$ cat src/rtl/if_fetch_unit_pkg.sv
// rtl/if_fetch_unit_pkg.sv - shared NPC codes, fetch FSM encoding and default addresses
//
// Purpose : types and constants shared by the fetch unit, its next-PC
//           calculator and the main controller (same NPC encoding).
// Contents: NPC_* select codes, fetch_state_e, DEFAULT_RESET_PC,
//           DEFAULT_EXC_VECTOR, branch_offset() helper.
package if_fetch_unit_pkg;

    localparam logic [1:0] NPC_PLUS4  = 2'b00;
    localparam logic [1:0] NPC_BRANCH = 2'b01;
    localparam logic [1:0] NPC_JUMP   = 2'b10;
    localparam logic [1:0] NPC_REG    = 2'b11;

    localparam logic [31:0] DEFAULT_RESET_PC   = 32'h0000_3000;
    localparam logic [31:0] DEFAULT_EXC_VECTOR = 32'h0000_4180;

    typedef enum logic [1:0] {
        S_REQ  = 2'd0,
        S_WAIT = 2'd1,
        S_HOLD = 2'd2
    } fetch_state_e;

    // Word offset of a branch: sign-extend imm16 and scale to bytes.
    function automatic logic [31:0] branch_offset(input logic [15:0] imm16);
        return {{14{imm16[15]}}, imm16, 2'b00};
    endfunction

endpackage

$ cat src/rtl/if_fetch_unit_npc_calc.sv
// rtl/if_fetch_unit_npc_calc.sv - combinational next-PC calculator
//
// Purpose : selects the next PC from the controller's npc_op.
// Ports   : pc_i      current PC
//           npc_op_i  PLUS4 / BRANCH / JUMP / REG select
//           imm16_i   branch offset (instr[15:0])
//           imm26_i   jump index (instr[25:0])
//           rs_data_i register target for jr/jalr
//           npc_o     next PC, unaligned values passed through unchanged
module npc_calc
    import if_fetch_unit_pkg::*;
(
    input  logic [31:0] pc_i,
    input  logic [1:0]  npc_op_i,
    input  logic [15:0] imm16_i,
    input  logic [25:0] imm26_i,
    input  logic [31:0] rs_data_i,
    output logic [31:0] npc_o
);

    logic [31:0] pc_plus4;

    // All arithmetic wraps modulo 2^32.
    assign pc_plus4 = pc_i + 32'd4;

    always_comb begin
        npc_o = pc_plus4;
        unique case (npc_op_i)
            NPC_PLUS4:  npc_o = pc_plus4;
            NPC_BRANCH: npc_o = pc_plus4 + branch_offset(imm16_i);
            NPC_JUMP:   npc_o = {pc_plus4[31:28], imm26_i, 2'b00};
            NPC_REG:    npc_o = rs_data_i;
            default:    npc_o = pc_plus4;
        endcase
    end

endmodule

$ cat src/rtl/if_fetch_unit.sv
// rtl/if_fetch_unit.sv - instruction fetch stage with PC, next-PC select and IM handshake
//
// Purpose : owns the architectural PC, fetches from a variable-latency
//           instruction memory (req/ready, then rvalid) and holds the word
//           for decode until commit.
// Ports   : clk, rst (sync, active high)
//           npc_op, imm16, imm26, rs_data, commit  - from the controller
//           im_req, im_addr / im_ready, im_rvalid, im_rdata - instruction memory
//           instr, instr_valid, pc, pc_plus4       - to decode / write-back
//           fetch_exc                              - only with IF_ALIGN_CHK_EN
// Option  : IF_ALIGN_CHK_EN - misaligned next PC redirects to EXC_VECTOR and
//           pulses fetch_exc; otherwise npc[1:0] is cleared before loading.
module if_fetch_unit
    import if_fetch_unit_pkg::*;
#(
    parameter logic [31:0] RESET_PC   = DEFAULT_RESET_PC,
    parameter logic [31:0] EXC_VECTOR = DEFAULT_EXC_VECTOR
) (
    input  logic        clk,
    input  logic        rst,
    input  logic [1:0]  npc_op,
    input  logic [15:0] imm16,
    input  logic [25:0] imm26,
    input  logic [31:0] rs_data,
    input  logic        commit,
    output logic        im_req,
    output logic [31:0] im_addr,
    input  logic        im_ready,
    input  logic        im_rvalid,
    input  logic [31:0] im_rdata,
    output logic [31:0] instr,
    output logic        instr_valid,
    output logic [31:0] pc,
`ifdef IF_ALIGN_CHK_EN
    output logic        fetch_exc,
`endif
    output logic [31:0] pc_plus4
);

    fetch_state_e state_q, state_d;
    logic [31:0]  pc_q, pc_d;
    logic [31:0]  instr_q, instr_d;
    logic         instr_valid_q, instr_valid_d;
    logic [31:0]  npc;
    logic [31:0]  npc_load;

    npc_calc u_npc_calc (
        .pc_i      (pc_q),
        .npc_op_i  (npc_op),
        .imm16_i   (imm16),
        .imm26_i   (imm26),
        .rs_data_i (rs_data),
        .npc_o     (npc)
    );

`ifdef IF_ALIGN_CHK_EN
    logic fetch_exc_q, fetch_exc_d;
    logic npc_misaligned;

    assign npc_misaligned = |npc[1:0];
    assign npc_load       = npc_misaligned ? EXC_VECTOR : npc;
    assign fetch_exc      = fetch_exc_q;
`else
    logic unused_exc_vector;

    // Without the alignment check a bad target is silently word-aligned.
    assign npc_load          = npc & ~32'd3;
    assign unused_exc_vector = ^EXC_VECTOR;
`endif

    always_comb begin
        state_d       = state_q;
        pc_d          = pc_q;
        instr_d       = instr_q;
        instr_valid_d = instr_valid_q;
        im_req        = 1'b0;
`ifdef IF_ALIGN_CHK_EN
        fetch_exc_d   = 1'b0;
`endif
        unique case (state_q)
            S_REQ: begin
                // pc does not move here, so im_addr stays stable while stalled.
                im_req = 1'b1;
                if (im_ready) begin
                    state_d = S_WAIT;
                end
            end
            S_WAIT: begin
                if (im_rvalid) begin
                    instr_d       = im_rdata;
                    instr_valid_d = 1'b1;
                    state_d       = S_HOLD;
                end
            end
            S_HOLD: begin
                if (commit) begin
                    pc_d          = npc_load;
                    instr_valid_d = 1'b0;
                    state_d       = S_REQ;
`ifdef IF_ALIGN_CHK_EN
                    fetch_exc_d   = npc_misaligned;
`endif
                end
            end
            default: begin
                state_d = S_REQ;
            end
        endcase
    end

    always_ff @(posedge clk) begin
        if (rst) begin
            state_q       <= S_REQ;
            pc_q          <= RESET_PC;
            instr_q       <= '0;
            instr_valid_q <= 1'b0;
`ifdef IF_ALIGN_CHK_EN
            fetch_exc_q   <= 1'b0;
`endif
        end else begin
            state_q       <= state_d;
            pc_q          <= pc_d;
            instr_q       <= instr_d;
            instr_valid_q <= instr_valid_d;
`ifdef IF_ALIGN_CHK_EN
            fetch_exc_q   <= fetch_exc_d;
`endif
        end
    end

    assign im_addr     = pc_q;
    assign instr       = instr_q;
    assign instr_valid = instr_valid_q;
    assign pc          = pc_q;
    assign pc_plus4    = pc_q + 32'd4;

endmodule

$ cat config.mk
export PLATFORM = sky130hd
export DESIGN_NAME = if_fetch_unit
export DESIGN_NICKNAME = d
export VERILOG_FILES = /design/src/rtl/if_fetch_unit_pkg.sv /design/src/rtl/if_fetch_unit_npc_calc.sv /design/src/rtl/if_fetch_unit.sv
export SDC_FILE = /design/constraint.sdc
export NUM_CORES = 1
export LEC_CHECK = 0
export CORE_ASPECT_RATIO = 0.7
export CORE_UTILIZATION = 39
export DETAILED_ROUTE_END_ITERATION = 16
export MAX_ROUTING_LAYER = met4
export PLACE_DENSITY = 0.78
export SLEW_MARGIN = 15
export SYNTH_ARGS = -nofsm -noshare
export SYNTH_HDL_FRONTEND = slang
export SYNTH_SLANG_ARGS = --single-unit
$ cat constraint.sdc
create_clock -name clk -period 3.4 [get_ports clk]
set_input_delay 0.51 -clock clk [delete_from_list [all_inputs] [get_ports clk]]
set_output_delay 0.51 -clock clk [all_outputs]
set_load 0.005 [all_outputs]
==> metrics.txt <==
outcome complete, but fails checks; failing checks negative setup slack; DR pass1 iterations 5; syn_area_per_cell roughly 7.6 µm²; fmax between 200 and 300 MHz; grt total ovfl 0; Sum Neg Setup Slack -0.5023 ns; sequential share of the synthesized area 23.53%; GR Util met1 38.68%; Layout Cells excl Fill 1256; I/O pin count about 240; RSZ-0062 raised after global routing yes; Cells after DPL ~1200; Hold Path Class flop to flop; Worst setup EP type flop; WP data required 3.60 ns; crit path launch im_addr[14]; DR WL/cell between 15 and 20 µm; hpwl dp around 16 mm; setup violators final 8; Antenna Nets Post-Route 0; distinct cell type count after synthesis slightly above 60; # clock sinks 65; CP max FO 5; grt peak-use layer met2; fraction of layout cells with a size suffix above 1 between 30% and 40%; routability congestion estimate about 0.96; final worst slack -0.1373 ns; via count roughly 7000; port buffer count about 230; Row Count 35; Post-route DRC 0; clk_skew around 0.0097 ns; CTS Buffer Depth 2; Nets around 1200; flop2flop setup slack -0.14 ns; M2 GR Usage 47.23%; area grow syn2layout 82.46%; vias per cell about 5.5; H-tree level count 3; Chip Width roughly 140 µm; FF+latch count, synth between 60 and 70; max-cap violations 0; Post-DP Area between 8000 and 9000 µm²; clock slew seen by the registers of the worst setup and hold paths about 0.070 ns; Total GRT Usage roughly 30%; Syn Inst Count 724; number of flops mapped to enable cells by yosys 0; ys flop type dfxtp_1; mapped cell area ~5500 µm²; Initial Util about two fifths; met3 usage under 10%; WP data arrival between 3 and 4 ns; relative max-transition margin between 40% and 50%; CTS Hold Bufs 0; cts bufs inserted 9; Root Driver clkbuf_16; vias in the first global route between 6000 and 7000; Leak roughly 4.2 nW; period utilization 104.0%; share of flip-flops with an asynchronous set or reset 0%; PwrDens roughly 240 nW/µm²; Clock Latency Late Sink about 0.34 ns; first-pass GRT wire length approximately 33 mm; ANT cells 0; Syn. warnings 0; WS Path Type flop to flop; die area about 15000 µm²; most frequent cells in the layout clkdlybuf4s50_1, buf_4, nand2_1; final period demand of the worst path ~3.5 ns; Hold Fails Final Rpt 0; core region area 13490 µm²; most common cell after layout, fill and taps aside clkdlybuf4s50_1; Finished Cell Area ~10000 µm²; antenna violations before repair 0; Worst R2R Start im_addr[14]; Hold Crit Start instr[30]; final wirelength ~24 mm; Final Max Tran Viols 0; Peak VDD IR approximately 0.29 mV; Iter 0 DRT Violations ~670; nature of the critical path startpoint flop; CTS tree yes; largest net degree at the start of global routing 48; Die H 101.6 µm; Slew @ Worst Pin between 0.8 and 0.9 ns
==> power breakdown <==
| part | leakage (nW) | switching (mW) | total, mW | internal, mW |
|---|---|---|---|---|
| sequential | 0.531 | 0.0163 | 0.799 | 0.783 |
| combinational | 3.52 | 0.302 | 0.663 | 0.361 |
| clock | 0.147 | 0.421 | 0.974 | 0.553 |
| total | 4.20 | 0.739 | 2.44 | 1.70 |
==> layout make-up <==
class                   instances  area [µm²]
clock buffers                  10       250.2
clock inverters                 6       53.80
fillers                       990        3400
inverters                      12       45.04
multi-input cells             578        4562
flip-flops and latches         65        1321
well taps                     185       231.5
repair buffers                400        3625
==> flip-flops by register name, indices dropped and copies added, names as in the netlist <==
name         flops
instr           32
im_addr         30
state_q          2
instr_valid      1
==> per-layer routing <==
layer  vias to the layer above  share of wire, %
met2                       373                47
met1                      3250                42
li1                       3234                 -
met4                         0               2.1
met5                         -                 0
met3                        49               9.1
==> metrics by stage <==
step | utilization (%) | worst slack, ns | power [mW] | hold WS (ns)
CTS | 70.33 | -0.04047 | 2.389 | 0.4546
global route | 74.80 | -0.2721 | 2.522 | 0.4767
global placement | 64.91 | -0.1832 | 1.396 | 0.4406
finish | 74.80 | -0.1373 | 2.436 | 0.4538
floorplan | - | 0.001801 | 1.089 | 0.4527
detailed placement | 64.91 | -0.2660 | 1.402 | 0.4483
==> critical path, stage by stage (launching register included) <==
cell and delay (ns):
dfxtp_2 0.36, nand4_4 0.16, nor4_4 0.37, buf_4 0.17, nand3_1 0.12, xnor2_2 0.17
ha_1 0.32, buf_4 0.18, nor2_2 0.13, nor2_2 0.06, o41ai_2 0.05, buf_4 0.20
a31oi_4 0.11, buf_6 0.17, a2111oi_4 0.35, xnor2_1 0.18, mux2i_1 0.21, a22oi_1 0.08
==> cell usage after synthesis (4+ instances only) <==
cell type / count / share of area [%]
xor2_1: 15 / 2.4
nand2_1: 126 / 8.6
a21oi_1: 80 / 7.2
a22oi_1: 4 / 0.54
o21ai_1: 6 / 0.54
nor3_1: 13 / 1.2
a21o_1: 21 / 2.9
a31oi_1: 10 / 1.1
o211ai_1: 9 / 1.2
buf_2: 5 / 0.45
and3_1: 5 / 0.57
nand2b_1: 4 / 0.45
nor2_1: 54 / 3.7
nand3_1: 16 / 1.4
clkbuf_1: 32 / 2.2
ha_1: 34 / 7.7
nor2b_1: 6 / 0.68
a211oi_1: 12 / 1.6
nand4_1: 9 / 1.0
o21a_1: 5 / 0.68
o21ai_0: 27 / 2.4
or3_1: 4 / 0.45
mux4_2: 11 / 4.5
xnor2_1: 29 / 4.6
dfxtp_1: 65 / 24
mux2i_1: 17 / 3.1
inv_1: 12 / 0.81
or2_2: 5 / 0.57
buf_4: 37 / 5.0
==> worst paths after layout <==
path / endpoint / depth (start not counted)
worst max-delay path: im_addr[31] / 17
worst min register to register: instr[30] / 2
worst max register to register: im_addr[31] / 17
worst min-delay path: instr[30] / 2
==> kinds of logic (layout without fill, tap and decap cells) <==
group	after synthesis	in the layout	share of synthesized area, %
flops	65	65	23.53
fa+ha+maj	35	35	8.056
xor+xnor	45	45	7.264
compound gates	203	203	22.92
simple gates	258	258	21.52
mux	31	31	8.169
buf+inv	86	428	8.463
other cells	1	6	0.06782
==> what timing repair did <==
| action | 4_1_cts | 5_1_grt |
|---|---|---|
| gates resized for setup | 54 | 87 |
| pin swaps | 31 | 70 |
| cloned | 0 | 0 |
| setup buffers | 23 | 16 |
| endpoints found under the setup margin | 16 | 20 |
Note: power is estimated with default switching activity, not from simulation.
